**src/rtl/rr_decode_arbiter.sv**
```systemverilog
// Round-robin arbiter for 2**N requesters: registered index/one-hot grant,
// bounded hold time and a one-cycle turnaround gap between owners.
module rr_decode_arbiter #(
    parameter int N        = 3,
    parameter int REQS     = 2**N,   // derived; do not override
    parameter int MAX_HOLD = 16
) (
    input  logic            clk,
    input  logic            rst_n,
    input  logic [REQS-1:0] req,
    output logic [REQS-1:0] gnt,
    output logic [N-1:0]    gnt_idx,
    output logic            gnt_valid,
    output logic            timeout
);

    localparam int HW = (MAX_HOLD > 0) ? $clog2(MAX_HOLD + 1) : 1;
    localparam logic [HW-1:0] HOLD_LAST = HW'((MAX_HOLD > 0) ? MAX_HOLD - 1 : 0);

    typedef enum logic [1:0] {IDLE, GRANT, GAP} state_t;

    state_t          state_q;
    logic [REQS-1:0] gnt_q;
    logic [N-1:0]    gnt_idx_q;
    logic            gnt_valid_q;
    logic            timeout_q;
    logic [HW-1:0]   hold_cnt_q;
    logic [N-1:0]    last_idx_q;

    logic [N-1:0]    pick;
    logic [N-1:0]    cand;
    logic            found;
    logic            owner_req;
    logic            hold_expired;

    // Search upward from last_idx+1; the N-bit add provides the wrap.
    always_comb begin
        pick  = '0;
        cand  = '0;
        found = 1'b0;
        for (int k = 1; k <= REQS; k++) begin
            cand = last_idx_q + N'(k);
            if (!found && req[cand]) begin
                pick  = cand;
                found = 1'b1;
            end
        end
    end

    assign owner_req    = req[gnt_idx_q];
    assign hold_expired = (MAX_HOLD != 0) && (hold_cnt_q == HOLD_LAST);

    function automatic logic [REQS-1:0] decode(input logic [N-1:0] idx);
        decode      = '0;
        decode[idx] = 1'b1;
    endfunction

    always_ff @(posedge clk or negedge rst_n) begin
        if (!rst_n) begin
            state_q     <= IDLE;
            gnt_q       <= '0;
            gnt_idx_q   <= '0;
            gnt_valid_q <= 1'b0;
            timeout_q   <= 1'b0;
            hold_cnt_q  <= '0;
            last_idx_q  <= '1;
        end else begin
            timeout_q <= 1'b0;
            case (state_q)
                IDLE, GAP: begin
                    if (found) begin
                        state_q     <= GRANT;
                        gnt_q       <= decode(pick);
                        gnt_idx_q   <= pick;
                        gnt_valid_q <= 1'b1;
                        last_idx_q  <= pick;
                        hold_cnt_q  <= '0;
                    end else begin
                        state_q <= IDLE;
                    end
                end
                GRANT: begin
                    // Forced release leaves last_idx at the old owner so it is searched last.
                    if (!owner_req || hold_expired) begin
                        state_q     <= GAP;
                        gnt_q       <= '0;
                        gnt_idx_q   <= '0;
                        gnt_valid_q <= 1'b0;
                        hold_cnt_q  <= '0;
                        timeout_q   <= owner_req;
                    end else begin
                        hold_cnt_q <= hold_cnt_q + HW'(1);
                    end
                end
                default: state_q <= IDLE;
            endcase
        end
    end

    assign gnt       = gnt_q;
    assign gnt_idx   = gnt_idx_q;
    assign gnt_valid = gnt_valid_q;
    assign timeout   = timeout_q;

endmodule
```
**config.mk**
```make
export PLATFORM = sky130hd
export DESIGN_NAME = rr_decode_arbiter
export DESIGN_NICKNAME = d
export VERILOG_FILES = /design/src/rtl/rr_decode_arbiter.sv
export SDC_FILE = /design/constraint.sdc
export NUM_CORES = 1
export LEC_CHECK = 0
export ABC_AREA = 0
export CORE_MARGIN = 1.5
export CORE_UTILIZATION = 35
export DETAILED_ROUTE_END_ITERATION = 12
export PLACE_DENSITY_LB_ADDON = 0.1
export SLEW_MARGIN = 10
export SYNTH_ARGS = -nofsm -noshare
export SYNTH_HDL_FRONTEND = slang
export SYNTH_SLANG_ARGS = --single-unit
```
**constraint.sdc**
```tcl
create_clock -name clk -period 6.45 [get_ports clk]
set_input_delay 1.29 -clock clk [delete_from_list [all_inputs] [get_ports clk]]
set_output_delay 1.29 -clock clk [all_outputs]
set_load 0.005 [all_outputs]
```
# After elaboration in Yosys (flattened, before gate mapping)
# Index checks and enable logic that the tools add are counted.
[word_totals]
n_memories = 0
rom_bits = 0
latch_bits = 0
out_inout_bits = 13
register_bits = 23
ram_bits = 0
wordCells = 107
[op_classes]
magnitude_cmp = 11
n_bitwise = 0
n_mux = 53
shift = 0
multipliers = 0
eq_ne = 5
div_mod_pow = 0
addsub = 8
n_reduce_logical = 23
[op_table]
columns = ["op", "n"]
rows = [
  ["< comparator 3 x 4 -> 1 bit (second input constant)", 10],
  ["2-to-1 mux 3 bit", 10],
  ["binary-select mux 1 bit (select 3 bit)", 9],
  ["2-to-1 mux 1 bit", 23],
  ["2-to-1 mux 8 bit", 2],
  ["case mux 8 bit (2 select lines)", 1],
  ["adder 3 bit (second input constant)", 4],
  ["2-to-1 mux 5 bit", 2],
  ["case mux 5 bit (2 select lines)", 1],
  ["logical AND 1 bit", 8],
  ["zero test 1 bit", 8],
  ["adder 3 x 2 -> 3 bit (second input constant)", 2],
  ["case mux 3 bit (2 select lines)", 1],
  ["adder 5 x 1 -> 5 bit (second input constant)", 1],
  ["== test 5 x 4 -> 1 bit (second input constant)", 1],
  ["inequality test 2 bit (second input constant)", 2],
  ["case mux 2 bit (2 select lines)", 1],
  ["AND reduction 2 bit", 2],
  ["adder 3 x 1 -> 3 bit (second input constant)", 1],
  ["demux 1 bit (select 3 bit)", 1],
  ["greater-or-equal comparator 3 x 1 -> 1 bit (second input constant)", 1],
  ["AND reduction 3 bit", 1],
  ["== test 2 x 1 -> 1 bit (second input constant)", 1],
  ["== test 2 bit (second input constant)", 1],
  ["other kinds (6)", 6],
]

# Logic depth before layout (Yosys ltp)
[logic_depth]
ltp_word = 31
ltp_mapped = 13
depth_no_buf = 9

# Worst setup path after synthesis
# OpenSTA, ideal clock, no wires.
[synth_timing]
path_kind = "register to register"
startpoint = "reg last_idx_q[1]"
endpoint = "reg gnt_q[1], in the netlist gnt[1]"
slack_ns = 2.993
setup_time_ns = 0.122
t_arrival_ns = 3.336
path_stages_with_launch = 13
n_path_buf = 3
period_less_slack_ns = 3.457
path_cell_list = "dfstp_2 > buf_2 > buf_2 > inv_1 > ha_1 > buf_4 > mux2i_1 > mux4_1 > or2_1 > a2111o_1 > a32oi_4 > inv_2 > a32o_1"
[synth_between]
elab_chain_cells = 31
word_cells_on_any_way = 62
classes_between = "add/sub: 7; order compare: 2; eq/ne: 1; mux: 36; reduce/logical: 16"
[synth_rtl]
columns = ["element", "line", "rtl"]
rows = [
  ["from (decl)", "28", "logic [N-1:0] last_idx_q;"],
  ["from (signal assigned)", "76", "last_idx_q <= pick;"],
  ["adder 3 x 1 -> 3 bit", "42", "cand = last_idx_q + N'(k);"],
  ["binary-select mux 1 bit (select 3 bit)", "43", "if (!found && req[cand]) begin"],
  ["2-to-1 mux 1 bit (implied by the code)", "43", ""],
  ["2-to-1 mux 1 bit", "43", ""],
  ["zero test 1 bit", "43", ""],
  ["logical AND 1 bit", "43", ""],
  ["2-to-1 mux 1 bit", "43", ""],
  ["zero test 1 bit", "43", ""],
  ["[15 not listed]", "-", ""],
  ["logical AND 1 bit", "43", ""],
  ["2-to-1 mux 3 bit", "43", ""],
  ["< comparator 3 x 4 -> 1 bit (implied by the code) or greater-or-equal comparator 3 x 1 -> 1 bit (tied branches)", "55", "decode[idx] = 1'b1;"],
  ["logical AND 1 bit (implied by the code)", "55", ""],
  ["2-to-1 mux 1 bit (implied by the code)", "55", ""],
  ["demux 1 bit (select 3 bit)", "55", ""],
  ["2-to-1 mux 8 bit", "71", "if (found) begin"],
  ["case mux 8 bit (2 select lines)", "69", "case (state_q)"],
  ["to (signal assigned)", "73", "gnt_q <= decode(pick);"],
  ["to (decl)", "23", "logic [REQS-1:0] gnt_q;"],
]
# Parallel ways exist; a longest one is shown, timed or not. The select of a mux whose other input is x is not followed.
# A chain may end at the register's enable or synchronous reset.

# Worst setup path after layout
[layout_timing]
startpoint = "in req[3]"
endpoint = "reg gnt_q[2], in the netlist gnt[2]"
[layout_between]
elab_chain_cells = 30
word_cells_on_any_way = 60
classes_between = "order compare: 2; eq/ne: 2; mux: 38; reduce/logical: 18"
[layout_rtl]
columns = ["element", "line", "rtl"]
rows = [
  ["from (decl)", "10", "input logic [REQS-1:0] req,"],
  ["binary-select mux 1 bit (select 3 bit)", "43", ""],
  ["2-to-1 mux 1 bit (implied by the code)", "43", ""],
  ["2-to-1 mux 1 bit", "43", ""],
  ["zero test 1 bit", "43", ""],
  ["logical AND 1 bit", "43", ""],
  ["2-to-1 mux 1 bit", "43", ""],
  ["zero test 1 bit", "43", ""],
  ["logical AND 1 bit", "43", ""],
  ["[14 not listed]", "-", ""],
  ["logical AND 1 bit", "43", ""],
  ["2-to-1 mux 3 bit", "43", ""],
  ["< comparator 3 x 4 -> 1 bit (implied by the code) or greater-or-equal comparator 3 x 1 -> 1 bit (tied branches)", "55", ""],
  ["logical AND 1 bit (implied by the code)", "55", ""],
  ["2-to-1 mux 1 bit (implied by the code)", "55", ""],
  ["demux 1 bit (select 3 bit)", "55", ""],
  ["2-to-1 mux 8 bit", "71", ""],
  ["case mux 8 bit (2 select lines)", "69", ""],
]
# Parallel ways exist; a longest one is shown, timed or not. The select of a mux whose other input is x is not followed.

==> impl_metrics.csv <==
group,metric,value,unit
outcome,status,"completed",
run,maxCapViolations,0,
clocking,cts_sinks,23,
drt,drt_iter0_drc,87,
placement,port_buffers,22,
setup_path,reg2reg_slack,2610,ps
setup_path,cp-startpoint,"req[3]",
min_path,hold_path_class,"flip-flop to flip-flop",
die,die_w,77.9,µm
placement,finalWeightedCongestion,0.850,
grt,track_usage,16.4,%
drt,drc,0,
setup_path,critPathMaxFanout,12,
clocking,cts_setup_buffers,0,
synth,synth_cell_types,55,
synth,synth.largest_area_cell,"dfrtp_1",
grt,grt_start_max_net_pins,24,
grt,grt_pass1_vias,1583,
synth,postSynth.asyncResetShare,100,%
synth,postSynthAreaPerCell,10.2,µm²
finish,num_antenna_cells,0,
drt,antenna_left,0,
clocking,clkSlewWorstSetupHoldPaths,80,ps
sta,slew_violations,0,
placement,place_hpwl,3670,µm
setup_path,critPathRequiredTime,6620,ps
clocking,cts_tree,"built",
setup_path,cp-endpoint,"gnt[2]",
clocking,clock_latency,260,ps
clocking,numCtsBuffers,3,
clocking,h-tree-depth,1,
clocking,cts_resized,0,
sta,skew,1.30,ps
finish,nFillCells,568,
setup_path,rr_worst_depth,9,
setup_path,end_kind,"flip-flop",
synth,synthTopCellsByCount,"28 x nand2_1, 20 x dfrtp_1, 10 x inv_1, 10 x o21ai_1",
sta,fmax,252,MHz
clocking,cts_buffer_depth,2,
sta,period_needed,3970,ps
die,rows,27,
die,die_h,77.9,µm
drt,wire_per_inst,16.5,µm
die,ios,23,
die,initial_utilization,35.9,%
clocking,hold_buffers,0,
sta,finalCritPeriodShare,61.5,%
min_path,hold_start,"gnt[6]",
synth,synthCells,192,
synth,ys_seq_area_share,29.5,%
finish,drive_above_1_share,15.4,%
setup_path,r2r_start,"last_idx_q[0]",
synth,synth-seq-cells,23,
sta,slew_headroom,31.9,%
synth,syn_area,1960,µm²
synth,synth_flop_cell,"dfrtp_1",
sta,hold_viol,0,
synth,synthTopCellsByArea,"dfrtp_1 25%, mux4_2 10%, nand2_1 5.4%, mux2i_1 4.6%, dfstp_2 4.0%",
finish,nets,223,
sta,tightestPinTransition,1020,ps
die,dieArea,6070,µm²
setup_path,reg2reg_to,"gnt[2]",
synth,synth_edf_count,0,
grt,grt_overflow,0,
drt,vias_per_cell,5.56,
setup_path,critical_path.startpoint_type,"primary input",
synth,synth_top_area_share,25.5,%
synth,ys_warn_count,0,
sta,grt_setup_unrepaired,"no",
die,core,5470,µm²
clocking,cts-root-buf,"clkbuf_8",
synth,synth_most_common_cell,"nand2_1",
grt,antenna_found_initial,0,
finish,syn_to_final_growth,14.7,%
drt,wl,4630,µm
setup_path,arrival,4130,ps
synth,syn_nets,206,
drt,first_pass_iters,4,
grt,grt_pass1_wl,8000,µm
sta,fin_setup_tns,0,ps
drt,via_count,1557,
setup_path,critPathKind,"primary input to flip-flop",
sta,setup_viol,0,
==> stage by stage <==
step / instances / cell area (µm²) / worst slack [ps] / util (%) / hold WS, ps
global route: 280 / 2250 / 2270 / 41.2 / 511
finish: 280 / 2250 / 2480 / 41.2 / 479
global placement: 276 / 2210 / 2270 / 40.3 / 468
floorplan: 192 / 1960 / 2990 / - / 456
detailed placement: 276 / 2210 / 2220 / 40.3 / 466
CTS: 280 / 2250 / 2490 / 41.2 / 485
==> routing by layer <==
| metal | up-vias | share of wire (%) | GRT usage, % |
|---|---|---|---|
| li1 | 763 | - | - |
| met1 | 763 | 46 | 21.6 |
| met2 | 27 | 51 | 28.8 |
| met3 | 4 | 2.6 | 1.29 |
| met4 | 0 | 0.95 | 4.29 |
| met5 | - | 0 | 0 |
==> area by class of cell <==
type | count | area, µm² | area share, %
Clock buffer | 3 | 41.3 | 1.83
Clock inverter | 1 | 5.00 | 0.222
Inverter | 11 | 41.3 | 1.83
Multi-Input combinational cell | 148 | 1280 | 56.6
Sequential cell | 23 | 579 | 25.7
Tap cell | 72 | 90.1 | 4.00
Timing Repair Buffer | 22 | 220 | 9.77
==> flip-flops by register name (all words and copies together), names as in the netlist <==
signal	flops
hold_cnt_q	5
gnt_valid	1
last_idx_q	3
gnt_idx	3
state_q	2
timeout	1
gnt	8
==> worst min path at each step <==
| stage | to | slack [ps] | cells after the start |
|---|---|---|---|
| CTS | gnt[6] | 480 | 2 |
| detailed placement | gnt[6] | 470 | 2 |
| finish | gnt[6] | 480 | 2 |
| floorplan | hold_cnt_q[4] | 460 | 2 |
| global route | gnt[6] | 510 | 2 |
| global placement | gnt[6] | 470 | 2 |
==> logic make-up (layout without fill, tap and decap cells) <==
group,count (synthesis),in the layout,share of synthesized area (%)
DFF,23,23,29.5
AOI/OAI and AO/OA,50,50,20.9
muxes,32,32,25.4
adders and majority gates,4,4,2.55
buffers and inverters,21,37,5.54
and+or+nand+nor,57,57,13.9
xor gates and xnor gates,5,5,2.23
==> placed cells by master, fill, tap and decap left out, types with 2 or more instances in the layout <==
cell type	instances
a21oi_1	3
a22o_1	3
a32o_1	2
a32o_2	2
a32oi_1	2
and3_1	3
clkbuf_8	3
clkdlybuf4s50_1	22
dfrtp_1	20
dfstp_2	3
ha_1	4
inv_1	10
mux2_1	4
mux2_2	6
mux2i_1	9
mux4_1	3
mux4_2	9
nand2_1	28
nand2b_1	4
nand3_1	2
nor2_1	6
nor3_1	3
o21ai_0	5
o21ai_1	10
o22ai_1	3
o31ai_1	4
o32a_1	3
or2_1	2
or3_1	3
xnor2_1	3
xor2_1	2
==> worst max-delay path: stages <==
cell             delay (ps)
clkdlybuf4s50_1         520
mux4_2                  610
mux2_2                  320
o32a_1                  350
o41a_4                  410
o21ai_2                 430
nand2_1                 110
o31ai_1                  80
Power is left out: the tool's default activity adds up to more than one toggle a clock period on the data nets, which glitch-free logic cannot reach.
